**src/rtl/lighthouse_event_arbiter.sv**
```systemverilog
// Merges per-channel edge events into one 32-bit timer-FIFO write port via one-entry holding registers.
// Optional build macro LIGHTHOUSE_ARB_FIXED_PRIO_EN: fixed lowest-index priority instead of round-robin.
module lighthouse_event_arbiter #(
  parameter int CHANNELS = 3,
  parameter int CH_BITS  = 3
) (
  input  logic                   clk_48,
  input  logic                   reset,
  input  logic [CHANNELS-1:0]    ch_enable,
  input  logic [CHANNELS-1:0]    ch_rise,
  input  logic [CHANNELS-1:0]    ch_fall,
  input  logic [24*CHANNELS-1:0] ch_length,
  input  logic                   fifo_ready,
  output logic [31:0]            fifo_write_data,
  output logic                   fifo_write_strobe,
  output logic [CHANNELS-1:0]    pending,
  output logic [15:0]            drop_count,
  output logic                   overflow
);

  // hold[i] = {rise flag, 24-bit length}
  logic [24:0]         hold [CHANNELS];
  logic [24:0]         load_word [CHANNELS];
  logic [CHANNELS-1:0] load;
  logic [CHANNELS-1:0] granted;
  logic                grant_valid;
  logic                grant_en;
  logic [CH_BITS-1:0]  grant_idx;
  logic [24:0]         grant_word;
  logic [4:0]          drop_inc;
  logic [16:0]         drop_sum;

`ifdef LIGHTHOUSE_ARB_FIXED_PRIO_EN
  always_comb begin
    grant_valid = 1'b0;
    grant_idx   = '0;
    for (int i = CHANNELS - 1; i >= 0; i--) begin
      if (pending[i]) begin
        grant_valid = 1'b1;
        grant_idx   = CH_BITS'(i);
      end
    end
  end
`else
  logic [CH_BITS-1:0] ptr;

  // Scan offsets from far to near so the nearest pending channel after ptr wins.
  always_comb begin
    int cand;
    grant_valid = 1'b0;
    grant_idx   = '0;
    cand        = 0;
    for (int k = CHANNELS; k >= 1; k--) begin
      cand = (int'(ptr) + k) % CHANNELS;
      if (pending[cand]) begin
        grant_valid = 1'b1;
        grant_idx   = CH_BITS'(cand);
      end
    end
  end

  always_ff @(posedge clk_48) begin
    if (reset) begin
      ptr <= CH_BITS'(CHANNELS - 1);
    end else if (grant_en) begin
      ptr <= grant_idx;
    end
  end
`endif

  assign grant_en = grant_valid & fifo_ready;

  always_comb begin
    granted    = '0;
    grant_word = '0;
    for (int i = 0; i < CHANNELS; i++) begin
      if (grant_idx == CH_BITS'(i)) begin
        granted[i] = grant_en;
        grant_word = hold[i];
      end
    end
  end

  // A busy channel frees up in the same cycle it is granted, so a new event can load then.
  always_comb begin
    load     = '0;
    drop_inc = '0;
    for (int i = 0; i < CHANNELS; i++) begin
      load_word[i] = {~ch_fall[i], ch_length[24*i +: 24]};
      if (ch_enable[i] && (ch_rise[i] || ch_fall[i])) begin
        if (!pending[i] || granted[i]) begin
          load[i] = 1'b1;
          if (ch_rise[i] && ch_fall[i]) drop_inc = drop_inc + 5'd1;
        end else begin
          drop_inc = drop_inc + 5'(ch_rise[i]) + 5'(ch_fall[i]);
        end
      end
    end
  end

  assign drop_sum = {1'b0, drop_count} + 17'(drop_inc);

  always_ff @(posedge clk_48) begin
    if (reset) begin
      pending <= '0;
      for (int i = 0; i < CHANNELS; i++) hold[i] <= '0;
    end else begin
      pending <= (pending & ~granted) | load;
      for (int i = 0; i < CHANNELS; i++) begin
        if (load[i]) hold[i] <= load_word[i];
      end
    end
  end

  always_ff @(posedge clk_48) begin
    if (reset) begin
      fifo_write_data   <= '0;
      fifo_write_strobe <= 1'b0;
      drop_count        <= '0;
      overflow          <= 1'b0;
    end else begin
      fifo_write_strobe <= grant_en;
      if (grant_en) fifo_write_data <= {grant_word[24], 7'(grant_idx), grant_word[23:0]};
      if (drop_inc != 5'd0) begin
        overflow   <= 1'b1;
        drop_count <= drop_sum[16] ? 16'hFFFF : drop_sum[15:0];
      end
    end
  end

endmodule
```
**config.mk**
```make
export PLATFORM = sky130hd
export DESIGN_NAME = lighthouse_event_arbiter
export DESIGN_NICKNAME = d
export VERILOG_FILES = /design/src/rtl/lighthouse_event_arbiter.sv
export SDC_FILE = /design/constraint.sdc
export NUM_CORES = 1
export LEC_CHECK = 0
export ABC_AREA = 1
export BUFFER_PORTS_ARGS = -buffer_cell sky130_fd_sc_hd__buf_2
export CAP_MARGIN = 25
export CORE_MARGIN = 2
export CORE_UTILIZATION = 51
export CTS_CLUSTER_DIAMETER = 80
export DETAILED_ROUTE_END_ITERATION = 12
export HOLD_SLACK_MARGIN = 0.05
export PLACE_DENSITY = 0.77
export REMOVE_ABC_BUFFERS = 1
export SYNTH_ARGS = -nofsm -noshare
export SYNTH_HDL_FRONTEND = slang
export SYNTH_SLANG_ARGS = --single-unit
```
**constraint.sdc**
```tcl
create_clock -name clk_48 -period 6.7 [get_ports clk_48]
set_input_delay 1.005 -clock clk_48 [delete_from_list [all_inputs] [get_ports clk_48]]
set_output_delay 1.005 -clock clk_48 [all_outputs]
set_load 0.01 [all_outputs]
```
## Word level (Yosys, flattened, before mapping)

Memory sizes are Yosys's and may differ from the RTL's.
Index checks and enable logic that the tools add are counted.

- Order comparisons: 3
- Add/sub/neg operators: 11
- Equality and inequality tests: 2
- Divide/modulo/power cells: 3
- Bitwise operators: 10
- Reductions and logical operators: 17
- Multiplexer cells: 51

Operator list:

| cell | count |
|---|---|
| 2-to-1 mux 25 bit | 6 |
| less-than comparator 32 x 4 -> 1 bit, second input constant | 3 |
| remainder unit 32 x 3 -> 32 bit, second input constant | 3 |
| 2-to-1 mux 5 bit | 8 |
| 2-to-1 mux 1 bit | 30 |
| adder 5 x 1 -> 5 bit | 4 |
| adder 16 x 5 -> 17 bit | 1 |
| 2-to-1 mux 16 bit | 1 |
| adder 5 x 1 -> 5 bit, second input constant | 2 |
| 2-to-1 mux 3 bit | 3 |
| adder 3 x 2 -> 4 bit, second input constant | 2 |
| binary-select mux 1 bit (select 2 bit) | 3 |
| logical AND 1 bit | 6 |
| logical OR 1 bit | 6 |
| nonzero test 5 bit | 1 |
| adder 3 x 1 -> 4 bit, second input constant | 1 |
| AND 3 bit | 1 |
| equality test 3 x 1 -> 1 bit, second input constant | 1 |
| equality test 3 x 2 -> 1 bit, second input constant | 1 |
| logical NOT 1 bit | 3 |
| logical NOT 3 bit | 1 |
| NOT 1 bit | 3 |
| NOT 3 bit | 1 |
| OR 1 bit | 3 |
| 3 further kinds | 3 |

- Register bits after elaboration: 52
- Memories: 1
- Bits in writable memories: 75
- Output and inout port bits: 53

Memory list:

| memory | depth | bits a word | rd ports | clocked after Yosys merged registers in | wr ports | line | text |
|---|---|---|---|---|---|---|---|
| hold | 3 | 25 | 3 | 0 | 3 | 22 | `logic [24:0] hold [CHANNELS];` |

## Depth between registers and ports, before layout

- Word-level depth: 23
- Depth in mapped cells: 66
- Depth with buffers taken out: 65

## Least setup slack after synthesis

No wires, ideal clock.

- Kind: register to register
- Start: register ptr[0]
- End: register drop_count[9]
- Cell stages (with the launch flop): 66
- Buffers on the path: 2
- Path slack: -0.103 ns
- Data arrival time: 6.734 ns
- Data required time: 6.631 ns
- Period minus slack after synthesis: 6.803 ns
- Cell sequence: dfxtp_1 -> buf_6 -> inv_1 -> ha_1 -> inv_1 -> nand2_1 -> nand2_1 -> ha_1 -> inv_1 -> nand3_1 -> nand2_1 -> nand2_1 -> nand3_1 -> xor2_1 -> ha_1 -> inv_1 -> nand3_2 -> nand2_1 -> (+30 left out) -> inv_1 -> nand2_1 -> nand2_1 -> inv_2 -> ha_1 -> nand3_1 -> nand2_1 -> a21oi_1 -> nor2_1 -> inv_1 -> nor2_1 -> inv_1 -> nor2_1 -> inv_1 -> or2_2 -> nand3_1 -> nand2_1 -> a21oi_2

- Longest elaborated chain between the ends: 23

Ends and longest elaborated chain:

| what | line | text |
|---|---|---|
| start: declaration | 45 | `logic [CH_BITS-1:0] ptr;` |
| start signal: assignment | 64 | `ptr <= CH_BITS'(CHANNELS - 1);` |
| start signal: assignment | 66 | `ptr <= grant_idx;` |
| adder 3 x 2 -> 4 bit | 54 | `cand = (int'(ptr) + k) % CHANNELS;` |
| remainder unit 32 x 3 -> 32 bit | 54 |  |
| binary-select mux 1 bit (select 2 bit) | 55 | `if (pending[cand]) begin` |
| 2-to-1 mux 1 bit (not written as such) (2 in series) | 55 |  |
| 2-to-1 mux 3 bit or 2-to-1 mux 1 bit (tied branches) (3 in series) | 55 |  |
| logical NOT 3 bit or AND 1 bit (tied branches) | 77, 71 |  |
| 2-to-1 mux 1 bit | 77 | `if (grant_idx == CH_BITS'(i)) begin` |
| logical OR 1 bit | 91 | `if (!pending[i] \|\| granted[i]) begin` |
| (+4 left out) | -- |  |
| 2-to-1 mux 5 bit | 91 |  |
| 2-to-1 mux 5 bit | 90 | `if (ch_enable[i] && (ch_rise[i] \|\| ch_fall[i])) begin` |
| adder 5 x 1 -> 5 bit (on tied branches) | 95, 93 |  |
| adder 5 x 1 -> 5 bit or 2-to-1 mux 5 bit (tied branches) | 95, 93 |  |
| 2-to-1 mux 5 bit | 91 |  |
| 2-to-1 mux 5 bit (*) | 90 |  |
| adder 16 x 5 -> 17 bit | 101 | `assign drop_sum = {1'b0, drop_count} + 17'(drop_inc);` |
| 2-to-1 mux 16 bit | 126 | `drop_count <= drop_sum[16] ? 16'hFFFF : drop_sum[15:0];` |
| end signal: assignment | 126 |  |
| end: declaration | 17 | `output logic [15:0] drop_count,` |

Mark *: on every way between the ends. The rest lies on a longest branch, timed or not. The select of a mux whose other input is x is not followed.
A chain may end at the register's enable or synchronous reset.

## Worst setup path in the final report

- Start: register ptr[1]
- End: register drop_count[9]

Same word-level chain as after synthesis.

==> impl_results.md <==
- Initial antenna violation count: 0
- Peak Freq: 0.152 GHz
- RSZ-0062 raised after global routing: true
- Core Box Area: 0.0139 mm²
- Inserted Clock Buffers: 17
- Routed WL: 18500 µm
- Async SR Flop Fraction: 0%
- IO Pins: 137
- # setup viols final: 0
- Tot GR Track Use: 23.3%
- Number of flops mapped to enable cells by yosys: 75
- Arrival time of the worst setup path: 6920 ps
- First-pass GRT wire length: 27700 µm
- Leading post-synthesis cells by cell area: edfxtp_1 31%, dfxtp_1 14%, nand2_1 13%
- Crit path kind: flop to flop
- Rel. slew slack: 51.6%
- Distinct cells, synth: 41
- Post-route clock period utilization: 98.2%
- Max-capacitance violation count: 0
- Critical path's top delay family: simple AND/OR/NAND/NOR gates
- Nets: 1191
- Worst-path clk slew: 60 ps
- I/O Buffers: 132
- Antenna-violating nets left: 0
- Clk_lat worst skew: 420 ps
- Routed WL per cell: 14.5 µm
- Status: finished, final reports clean
- Clock root buffer: clkbuf_16
- Fin. max-slew vios: 0
- Hold buffers post-CTS: 0
- Worst slack, placed: -243 ps
- Worst min path class: flop to flop
- CP Launch Point: ptr[1]
- Tmin final: 6580 ps
- Post-synth top area share: 30.8%
- Hold Vio Cnt, Final: 0
- Largest net degree at the start of global routing: 52
- Most common cell in the netlist: nand2_1
- Hold wc startpoint: overflow
- DRC violations left: 0
- Sink Count: 125
- Register area share after synthesis: 44.5%
- CTS tree: done
- Area growth, synth to finish: 28.0%
- Worst setup SP type: flop
- Die area: 0.0153 mm²
- Synth cell count leaders: 249 x nand2_1, 156 x inv_1, 75 x edfxtp_1
- Total grt overflow: 0
- Number of vias per cell: 5.21
- H-Tree Depth: 4
- Placed wire-length estimate: 11800 µm
- Yosys reg bits: 125
- Via Count: 6622
- Synth warnings: 0
- Final Core Density: 67.2%
- Die height: 124 µm
- Leading area contributor after synthesis: edfxtp_1
- Fraction of layout instances using a drive strength above 1: 34.9%
- Clock Skews: 8.20 ps
- CP peak stage delay: 370 ps
- Critical path endpoint category: flop
- Vias in the first global route: 6015
- Gate Count Post-Synth: 904
- Synthesized area: 0.00731 mm²
- Placed Cells: 1214
- Layout Cells excl Fill: 1270
- Worst EP required: 7050 ps
- Worst-Margin Slew: 726 ps
- DRT Pass-1 Iters: 5
- DR iter-0 viols: 441
- Die width: 124 µm
- Starting density of the core: 52.5%
- Crit path buffers/inverters: 14
- Count of standard-cell rows: 43
- N_diodes: 0
- Clock Path Buffers: 2
- Setup slack after layout: 122 ps
- Top_reg_cell synth: edfxtp_1
- Syn avg cell area: 8.09 µm²
- Reg2Reg Launch Point: ptr[1]
- Max Fanout on Critical Path: 6
- Crit-path slowest cell: dfxtp_4
- Most Frequent Cell on Critical Path: nand2_2
- GPL Wtd Cong: 0.909
what timing repair did:
action,4_1_cts,5_1_grt
setup endpoints to repair,16,16
resized for setup,24,78
pin swaps,5,59
setup buffers,4,20
tightest hold or removal path, cell delays in order, from the launching register on:
cell,delay (ps)
dfxtp_1,330
o21ai_1,70
inv_1,40
state kept, by name, summed over array words and instances, names as in the netlist:
name               flops
drop_count            16
fifo_write_data       27
fifo_write_strobe      1
hold                  75
overflow               1
pending                3
ptr                    2
metrics by stage:
step | area, µm² | hold slack (ps) | TNS [ps]
global placement | 8260 | 448 | 0
floorplan | 7110 | 488 | -4630
CTS | 8920 | 468 | 0
finish | 9360 | 466 | 0
detailed placement | 8260 | 453 | -2520
global route | 9360 | 507 | -3950
final timing paths:
check / end / slack (ps) / depth (start not counted)
setup / recovery: drop_count[9] / 120 / 62
hold reg to reg: overflow / 470 / 2
hold / removal: overflow / 470 / 2
setup reg to reg: drop_count[9] / 120 / 62
logic make-up after synthesis:
group	count (synthesis)	synth area share, %
XOR/XNOR	5	0.599
buffers and inverters	206	11.5
flip-flops	125	44.5
other	1	0.0513
AND/OR/NAND/NOR	417	26.9
adder cells (fa/ha/maj)	30	5.34
AO/OA/AOI/OAI	120	11.1
layout make-up:
cell class                 instances  area, µm²
clock buffer                      23        468
clock inverter                     9       67.6
fill                            1113       4570
inverter                         167        637
multi-input combinational        576       3590
sequential                       125       3260
tap                              180        225
timing repair buffer             190       1110
cell usage in the layout (no fill, tap or decap), types with 5 or more instances in the layout:
cell type | synthesis | layout
ha_1 | 28 | 15
inv_1 | 156 | 143
o21ai_0 | 32 | 31
nand2_1 | 249 | 221
ha_4 | 0 | 8
a31oi_1 | 27 | 26
inv_2 | 10 | 20
buf_2 | 0 | 132
clkbuf_16 | 0 | 17
a21oi_2 | 10 | 12
a32oi_1 | 25 | 25
nand2_4 | 8 | 12
nand3_4 | 1 | 6
a21oi_1 | 13 | 11
dfxtp_1 | 50 | 47
nand3_1 | 52 | 43
buf_4 | 7 | 56
nor2_2 | 2 | 5
nor3_1 | 6 | 6
nand2_2 | 17 | 41
nand4_1 | 10 | 10
or2_2 | 7 | 6
nand3_2 | 21 | 25
nor2_1 | 34 | 30
edfxtp_1 | 75 | 75
ha_2 | 0 | 5
routing by layer:
layer | track usage, % | share of wire, % | vias up | wire length (µm)
li1 | - | - | 3294 | -
met1 | 29.6 | 43 | 3035 | 7970
met2 | 39.1 | 48 | 253 | 8950
met3 | 5.04 | 6.0 | 40 | 1110
met4 | 8.74 | 2.4 | 0 | 435
met5 | 0 | 0 | - | 0
Power is left out: the tool's default activity adds up to more than one toggle a clock period on the data nets, which glitch-free logic cannot reach.
